File: src/rtl/eth_pkt_generator.sv
// Test-traffic source for the NAP Ethernet transmit path: sequenced packets with
// incrementing-byte payload, end-of-packet byte count (mod) and a SOP timestamp.
//   state | meaning
//   IDLE  | no run active, waiting for i_start
//   SEND  | presenting packet beats, advancing on valid & ready
//   GAP   | inter-frame idle cycles after an accepted eop
//   DONE  | NUM_PKTS packets sent, waiting for i_start
module eth_pkt_generator #(
  parameter int NUM_PKTS    = 0,
  parameter int PKT_LEN_MIN = 64,
  parameter int PKT_LEN_MAX = 1518,
  parameter int IFG_CYCLES  = 2
) (
  input  logic         i_clk,
  input  logic         i_reset_n,
  input  logic         i_start,
  input  logic         i_stop,
  output logic         o_tx_valid,
  input  logic         i_tx_ready,
  output logic         o_tx_sop,
  output logic         o_tx_eop,
  output logic [255:0] o_tx_data,
  output logic [4:0]   o_tx_mod,
  output logic [3:0]   o_tx_flags,
  output logic [29:0]  o_tx_timestamp,
  output logic         o_busy,
  output logic         o_done,
  output logic [31:0]  o_pkt_count
);

  localparam logic [13:0] LEN_MIN  = 14'(PKT_LEN_MIN);
  localparam logic [13:0] LEN_MAX  = 14'(PKT_LEN_MAX);
  localparam logic [15:0] GAP_LOAD = (IFG_CYCLES > 0) ? 16'(IFG_CYCLES - 1) : 16'd0;

  typedef enum logic [1:0] {S_IDLE, S_SEND, S_GAP, S_DONE} state_t;

  state_t        state_q;
  logic          valid_q, sop_q, eop_q, busy_q, done_q, stop_q;
  logic [255:0]  data_q;
  logic [4:0]    mod_q;
  logic [29:0]   ts_out_q, ts_q;
  logic [31:0]   cnt_q;
  logic [13:0]   len_q, off_q;
  logic [7:0]    seq_q;
  logic [15:0]   gap_q;

  logic          xfer, stop_hit, done_hit;
  logic [31:0]   cnt_d;
  logic [13:0]   len_d, off_d;
  logic [7:0]    seq_d;
  logic [255:0]  cur_data, nxt_data, nb_data;
  logic          cur_eop, nxt_eop, nb_eop;
  logic [4:0]    cur_mod, nxt_mod, nb_mod;

  // Lane j of a beat starting at byte offset off carries byte (seq + off + j), or 0 past len.
  function automatic logic [255:0] beat_data(input logic [7:0] seq, input logic [13:0] off,
                                             input logic [13:0] len);
    logic [255:0] d;
    d = '0;
    for (int j = 0; j < 32; j++) begin
      if (({1'b0, off} + 15'(j)) < {1'b0, len}) d[8*j +: 8] = seq + off[7:0] + 8'(j);
    end
    return d;
  endfunction

  function automatic logic beat_eop(input logic [13:0] off, input logic [13:0] len);
    return ({1'b0, off} + 15'd32) >= {1'b0, len};
  endfunction

  function automatic logic [4:0] beat_mod(input logic [13:0] off, input logic [13:0] len);
    logic [14:0] r;
    r = {1'b0, len} - {1'b0, off};
    if (beat_eop(off, len)) return 5'(6'd32 - r[5:0]);
    return 5'd0;
  endfunction

  always_comb begin
    xfer     = valid_q & i_tx_ready;
    stop_hit = stop_q | i_stop;
    cnt_d    = cnt_q + 32'd1;
    done_hit = (NUM_PKTS != 0) && (cnt_d == 32'(NUM_PKTS));
    len_d    = (len_q >= LEN_MAX) ? LEN_MIN : len_q + 14'd1;
    seq_d    = seq_q + 8'd1;
    off_d    = off_q + 14'd32;
    cur_data = beat_data(seq_q, 14'd0, len_q);
    cur_eop  = beat_eop(14'd0, len_q);
    cur_mod  = beat_mod(14'd0, len_q);
    nxt_data = beat_data(seq_d, 14'd0, len_d);
    nxt_eop  = beat_eop(14'd0, len_d);
    nxt_mod  = beat_mod(14'd0, len_d);
    nb_data  = beat_data(seq_q, off_d, len_q);
    nb_eop   = beat_eop(off_d, len_q);
    nb_mod   = beat_mod(off_d, len_q);
  end

  always_ff @(posedge i_clk or negedge i_reset_n) begin
    if (!i_reset_n) begin
      state_q  <= S_IDLE;
      valid_q  <= 1'b0;
      sop_q    <= 1'b0;
      eop_q    <= 1'b0;
      data_q   <= '0;
      mod_q    <= '0;
      ts_out_q <= '0;
      ts_q     <= '0;
      busy_q   <= 1'b0;
      done_q   <= 1'b0;
      stop_q   <= 1'b0;
      cnt_q    <= '0;
      len_q    <= LEN_MIN;
      off_q    <= '0;
      seq_q    <= '0;
      gap_q    <= '0;
    end else begin
      ts_q <= ts_q + 30'd1;
      case (state_q)
        S_IDLE, S_DONE: begin
          if (i_start) begin
            state_q  <= S_SEND;
            cnt_q    <= '0;
            done_q   <= 1'b0;
            busy_q   <= 1'b1;
            stop_q   <= 1'b0;
            off_q    <= '0;
            valid_q  <= 1'b1;
            sop_q    <= 1'b1;
            eop_q    <= cur_eop;
            data_q   <= cur_data;
            mod_q    <= cur_mod;
            ts_out_q <= ts_q + 30'd1;
          end
        end
        S_SEND: begin
          if (i_stop) stop_q <= 1'b1;
          if (xfer && eop_q) begin
            cnt_q <= cnt_d;
            seq_q <= seq_d;
            len_q <= len_d;
            // Stop and completion on the same eop: completion takes priority.
            if (done_hit || stop_hit || IFG_CYCLES > 0) begin
              valid_q  <= 1'b0;
              sop_q    <= 1'b0;
              eop_q    <= 1'b0;
              data_q   <= '0;
              mod_q    <= '0;
              ts_out_q <= '0;
              if (done_hit) begin
                state_q <= S_DONE;
                busy_q  <= 1'b0;
                done_q  <= 1'b1;
              end else if (stop_hit) begin
                state_q <= S_IDLE;
                busy_q  <= 1'b0;
              end else begin
                state_q <= S_GAP;
                gap_q   <= GAP_LOAD;
              end
            end else begin
              off_q    <= '0;
              sop_q    <= 1'b1;
              eop_q    <= nxt_eop;
              data_q   <= nxt_data;
              mod_q    <= nxt_mod;
              ts_out_q <= ts_q + 30'd1;
            end
          end else if (xfer) begin
            off_q    <= off_d;
            sop_q    <= 1'b0;
            eop_q    <= nb_eop;
            data_q   <= nb_data;
            mod_q    <= nb_mod;
            ts_out_q <= '0;
          end
        end
        S_GAP: begin
          if (stop_hit) begin
            state_q <= S_IDLE;
            busy_q  <= 1'b0;
          end else if (gap_q == 16'd0) begin
            state_q  <= S_SEND;
            off_q    <= '0;
            valid_q  <= 1'b1;
            sop_q    <= 1'b1;
            eop_q    <= cur_eop;
            data_q   <= cur_data;
            mod_q    <= cur_mod;
            ts_out_q <= ts_q + 30'd1;
          end else begin
            gap_q <= gap_q - 16'd1;
          end
        end
        default: state_q <= S_IDLE;
      endcase
    end
  end

  assign o_tx_valid     = valid_q;
  assign o_tx_sop       = sop_q;
  assign o_tx_eop       = eop_q;
  assign o_tx_data      = data_q;
  assign o_tx_mod       = mod_q;
  assign o_tx_flags     = '0;
  assign o_tx_timestamp = ts_out_q;
  assign o_busy         = busy_q;
  assign o_done         = done_q;
  assign o_pkt_count    = cnt_q;

endmodule
File: config.mk
export PLATFORM = sky130hd
export DESIGN_NAME = eth_pkt_generator
export DESIGN_NICKNAME = d
export VERILOG_FILES = /design/src/rtl/eth_pkt_generator.sv
export SDC_FILE = /design/constraint.sdc
export NUM_CORES = 1
export LEC_CHECK = 0
export CAP_MARGIN = 20
export CELL_PAD_IN_SITES_DETAIL_PLACEMENT = 0
export CELL_PAD_IN_SITES_GLOBAL_PLACEMENT = 1
export CORE_MARGIN = 2
export CORE_UTILIZATION = 40
export DETAILED_ROUTE_END_ITERATION = 10
export PLACE_DENSITY_LB_ADDON = 0.08
export SLEW_MARGIN = 10
export SYNTH_ARGS = -nofsm -noshare
export SYNTH_HDL_FRONTEND = slang
export SYNTH_SLANG_ARGS = --single-unit
File: constraint.sdc
create_clock -name i_clk -period 4.4 [get_ports i_clk]
set_input_delay 0.66 -clock i_clk [delete_from_list [all_inputs] [get_ports i_clk]]
set_output_delay 0.66 -clock i_clk [all_outputs]
set_load 0.1 [all_outputs]
# ---- After elaboration in Yosys (flattened, before gate mapping)
# Cells that the tools add are included.
dict set report classes {
  add_sub_neg 103
  muxes 129
  order_cmp 67
  eq_ne 14
  reduce_logical 15
  bitwise 2
}
# operator n
set ops {}
lappend ops {{$mux W256} 5}
lappend ops {{$pmux W256 S3} 1}
lappend ops {{$mux W8} 64}
lappend ops {{$lt A15 B14 Y1} 31}
lappend ops {{$add A8 B5 Y8 const B} 32}
lappend ops {{$add A14 B5 Y15 const B} 16}
lappend ops {{$lt A5 B14 Y1 const A} 16}
lappend ops {{$mux W30} 5}
lappend ops {{$add A8 B4 Y8 const B} 16}
lappend ops {{$add A14 B4 Y15 const B} 8}
lappend ops {{$lt A4 B14 Y1 const A} 8}
lappend ops {{$pmux W30 S3} 1}
lappend ops {{$mux W14} 6}
lappend ops {{$add A8 B3 Y8 const B} 8}
lappend ops {{$mux W16} 4}
lappend ops {{$mux W32} 2}
lappend ops {{$pmux W32 S2} 1}
lappend ops {{$add A14 B3 Y15 const B} 4}
lappend ops {{$lt A3 B14 Y1 const A} 4}
lappend ops {{$mux W5} 9}
lappend ops {{$pmux W14 S3} 1}
lappend ops {{$add A32 B1 Y32 const B} 1}
lappend ops {{$add A8 B2 Y8 const B} 4}
lappend ops {{$pmux W16 S2} 1}
lappend ops {{38 further kinds} 82}
dict set report totals {
  word_cells 345
  input_bits 5
  out_inout_bits 332
  register_bits 412
}

# ---- Longest topological paths before layout
dict set report logic_depth {
  ltp_word 8
  ltp_mapped 14
}

# ---- Worst setup path before layout
# OpenSTA, ideal clock, no wires.
dict set report synth_path {
  path_type {flip-flop to flip-flop}
  from {reg off_q[7]}
  to {reg data_q[237], in the netlist o_tx_data[237]}
  t_arrival_ns 3.287
  path_slack_ns 1.030
  setup_time_ns 0.083
  path_stages_with_launch 14
  synth_period_minus_slack_ns 3.370
  path_buffers 3
  cell_sequence {dfrtp_1 clkbuf_1 and4_1 clkbuf_1 nand3_1 xnor2_1 ha_1 and3_1 clkbuf_1 o211a_1 and2_1 a221oi_1 a22oi_1 o21ai_0}
}
dict set report synth_via {
  elab_chain_len 7
}
# item line
set synth_lines {}
lappend synth_lines {{from (decl)} 43} ;# logic [13:0] len_q, off_q;
lappend synth_lines {{from (signal assigned)} 111} ;# off_q <= '0;
lappend synth_lines {{from (signal assigned)} 124} ;# off_q <= '0;
lappend synth_lines {{from (signal assigned)} 159} ;# off_q <= '0;
lappend synth_lines {{$add A14 B6 Y14} 84} ;# off_d = off_q + 14'd32;
lappend synth_lines {{$add A14 B5 Y15} 61} ;# if (({1'b0, off} + 15'(j)) < {1'b0, len}) d[8*j +: 8] = seq + off[7:0] + 8'(j);
lappend synth_lines {{$lt A15 B14 Y1} 61}
lappend synth_lines {{$mux W8} 61}
lappend synth_lines {{$mux W256} 166} ;# end else if (xfer) begin
lappend synth_lines {{$mux W256} 135} ;# if (xfer && eop_q) begin
lappend synth_lines {{$pmux W256 S3} 116} ;# case (state_q)
lappend synth_lines {{to (signal assigned)} 128} ;# data_q <= cur_data;
lappend synth_lines {{to (signal assigned)} 162} ;# data_q <= nxt_data;
lappend synth_lines {{to (signal assigned)} 170} ;# data_q <= nb_data;
lappend synth_lines {{to (decl)} 39} ;# logic [255:0] data_q;
# No other way between the ends. The select of a mux whose other input is x is not followed.
# A chain may end at the register's enable or synchronous reset.

# ---- Worst setup path after layout
dict set report layout_path {
  from {reg off_q[5]}
  to {reg data_q[60], in the netlist o_tx_data[60]}
}
dict set report layout_via {
  elab_chain_len 7
}
# item line
set layout_lines {}
lappend layout_lines {{$add A14 B6 Y14} 84}
lappend layout_lines {{$add A14 B3 Y15} 61}
lappend layout_lines {{$lt A15 B14 Y1} 61}
lappend layout_lines {{$mux W8} 61}
lappend layout_lines {{$mux W256} 166}
lappend layout_lines {{$mux W256} 135}
lappend layout_lines {{$pmux W256 S3} 116}
# No other way between the ends. The select of a mux whose other input is x is not followed.

==> impl_metrics.csv <==
group,metric,value,unit
logic_synthesis,yosys.area_share.simple,15.88,%
worst_setup_path,r2r_setup_slack,530,ps
place,dp_cells,3752,
die,fp.coreArea,60470,µm²
logic_synthesis,synthCells,2705,
cts,numCtsBuffers,47,
route,drt-initial-drc-count,2288,
route,viasPerCell,5.953,
worst_setup_path,worstRegToRegCells,12,
worst_setup_path,required,4860,ps
cts,htreeDepth,2,
route,post-route-drc-count,0,
route,routed_wl,104500,µm
timing,fmax,258.3,MHz
timing,slew_viol_final,0,
timing,fin_crit,3872,ps
cts,hold_buffers,0,
worst_setup_path,crit_path_end_kind,"register",
place,io_buffers,331,
logic_synthesis,syn_area,24550,µm²
logic_synthesis,synthAdderAreaFrac,4.484,%
logic_synthesis,ys_seq_elements,407,
global_route,grt_pass1_wl,153700,µm
global_route,grt_pass1_vias,22332,
timing,timing.final.crit_share,88.00,%
route,drt_pass1_iterations,7,
global_route,grt_util_all_layers,32.65,%
timing,worst_pin_slew,1144,ps
route,ant_nets,0,
die,rows,90,
cts,clkSlewWorstSetupHoldPaths,70,ps
timing,slew-limit-headroom,23.47,%
logic_synthesis,synth_top_family_by_area,"compound AO/OA/AOI/OAI gates",
cts,clk_latency,610,ps
timing,rsz0062_at_grt,"no",
logic_synthesis,yosys_warnings,0,
worst_setup_path,cp.arrival,4330,ps
final_layout,final_nets,3112,
cts,clockRootBuffer,"clkbuf_16",
worst_setup_path,worstSetupStartpoint,"off_q[5]$_DFFE_PN0P_",
global_route,grt_max_degree,102,
worst_setup_path,rr_endpoint,"o_tx_data[60]$_DFFE_PN0P_",
cts,cts_resized,0,
logic_synthesis,synthArstFlopShare,100.0,%
worst_setup_path,critical_path_class,"register to register",
global_route,grt-ovfl-total,0,
cts,cts_setup_buffers,0,
logic_synthesis,synth-seq-area-share,41.48,%
timing,hold_viol_final,0,
route,routedWlPerCell,27.22,µm
job,drv_cap,0,
logic_synthesis,synth_edf_count,0,
worst_setup_path,cp-start-kind,"register",
worst_setup_path,r2r-start,"off_q[5]$_DFFE_PN0P_",
timing,finalClockSkew,27.31,ps
worst_setup_path,crit_path_max_fanout,10,
timing,setup_violations,0,
logic_synthesis,synth_compound_area_share,21.42,%
worst_setup_path,critPathCapture,"o_tx_data[60]$_DFFE_PN0P_",
die,start_util,40.60,%
cts,tritoncts,"built",
logic_synthesis,ys_types,88,
die,dieHeight,251.8,µm
final_layout,syn_to_final_growth,25.40,%
place,gp_congestion,0.9707,
logic_synthesis,avgSynthCellArea,9.077,µm²
die,die_width,251.8,µm
cts,clockBufferDepth,3,
route,via_count,22854,
die,design.die.area,63380,µm²
cts,cts.sinks,407,
min_path,min-delay-path-class,"input port to async pin",
final_layout,stdcell_count,3839,
place,dp_hpwl,77390,µm
logic_synthesis,synthFlopType,"dfrtp_1",
status,status,"completed",
die,io_pins,337,
logic_synthesis,synthXorXnorAreaFrac,11.63,%
final_layout,drive_gt1_share,8.770,%
timing,setup_tns,0,ps
global_route,grt_antenna_before_repair,1,
logic_synthesis,synth.area.mux_share,0.5249,%
[per-layer routing]
metal	vias up	wire (µm)	GRT usage [%]
li1	10186	-	-
met1	11291	44390	44.95
met2	1138	45990	49.59
met3	239	8822	6.541
met4	0	5301	14.86
met5	-	0	0
[Yosys cell counts, types with 24 or more instances]
master / count / area share, %
a22o_1: 63 / 2.2
nor2b_1: 26 / 0.66
o21ai_0: 158 / 3.2
a21oi_1: 147 / 3.0
nor3_1: 26 / 0.53
o221ai_1: 33 / 1.2
nor2_1: 302 / 4.6
inv_1: 62 / 0.95
nand2b_1: 25 / 0.64
ha_1: 88 / 4.5
buf_2: 41 / 0.84
xor2_1: 99 / 3.5
nand3_1: 62 / 1.3
o21a_1: 48 / 1.5
nand2_1: 294 / 4.5
nand4_1: 34 / 0.87
a221oi_1: 80 / 2.9
xnor2_1: 227 / 8.1
a31oi_1: 26 / 0.66
a21o_1: 35 / 1.1
a22oi_1: 24 / 0.73
and3_1: 25 / 0.64
clkbuf_1: 112 / 1.7
dfrtp_1: 406 / 41
[cell type report]
type / count / area [µm²]
clock inverter: 22 / 339.1
inverter: 65 / 244.0
multi-input combinational: 2047 / 13330
fill: 5638 / 29680
timing repair buffer: 451 / 4357
sequential: 407 / 10190
antenna: 1 / 2.502
tap: 782 / 978.4
clock buffer: 64 / 1350
[sequential cells by signal, summed over array words and instances (netlist names)]
signal          count
o_tx_data         256
o_pkt_count        32
o_tx_timestamp     30
ts_q               30
gap_q              16
len_q              14
off_q               9
seq_q               8
o_tx_mod            5
state_q             2
o_busy              1
o_tx_eop            1
o_tx_sop            1
o_tx_valid          1
stop_q              1
[logic make-up (layout without fill, tap and decap cells)]
| logic type | Yosys count | count (layout) |
|---|---|---|
| xor+xnor | 326 | 326 |
| mux | 12 | 12 |
| other cells | 1 | 6 |
| simple gates | 862 | 862 |
| buf+inv | 255 | 602 |
| fa+ha+maj | 88 | 88 |
| compound gates | 754 | 754 |
| flops | 407 | 407 |
[worst min-delay path by stage]
stage	from	cells past startpoint	to
2_1_floorplan	i_reset_n	0	gap_q[0]$_DFFE_PN0P_
3_3_place_gp	o_tx_data[137]$_DFFE_PN0P_	2	o_tx_data[137]$_DFFE_PN0P_
3_5_place_dp	ts_q[29]$_DFF_PN0_	1	ts_q[29]$_DFF_PN0_
4_1_cts	i_reset_n	1	seq_q[1]$_DFFE_PN0P_
5_1_grt	i_reset_n	1	o_tx_data[193]$_DFFE_PN0P_
6_report	i_reset_n	1	o_tx_data[181]$_DFFE_PN0P_
[worst max-delay path: stages, from the launching register on]
cell and delay [ps]:
dfrtp_1 540, and2_1 230, nand4_1 390, xnor2_1 250, buf_4 180, ha_1 330, a21o_1 170, a31o_2 260
a21oi_1 390, nor2b_1 190, buf_4 220, a221oi_1 120, a2111oi_0 450
[through the flow]
step | hold slack, ps | worst slack, ps | cell area (µm²) | utilization [%]
floorplan | 364.4 | 1030 | 24570 | -
global placement | 461.1 | 672.2 | 29090 | 48.11
detailed placement | 464.9 | 596.4 | 29100 | 48.12
CTS | 198.4 | 544.8 | 30790 | 50.91
global route | 205.4 | 215.6 | 30790 | 50.91
finish | 170.0 | 528.1 | 30790 | 50.92
[placed cells by master (no fill, tap or decap), drive strengths merged, types with 33 or more instances in the layout]
master,instances
nand4,34
nor2,304
inv,69
a221oi,82
o21ai,171
buf,121
clkdlybuf4s50,330
nand3,62
ha,88
a21oi,149
nand2,295
xnor2,227
clkbuf,64
o221ai,33
a22o,63
xor2,99
a21o,35
dfrtp,406
o21a,48
Power is not shown: default switching activity piles up to over one toggle a cycle in this logic, so the estimate is an artifact.
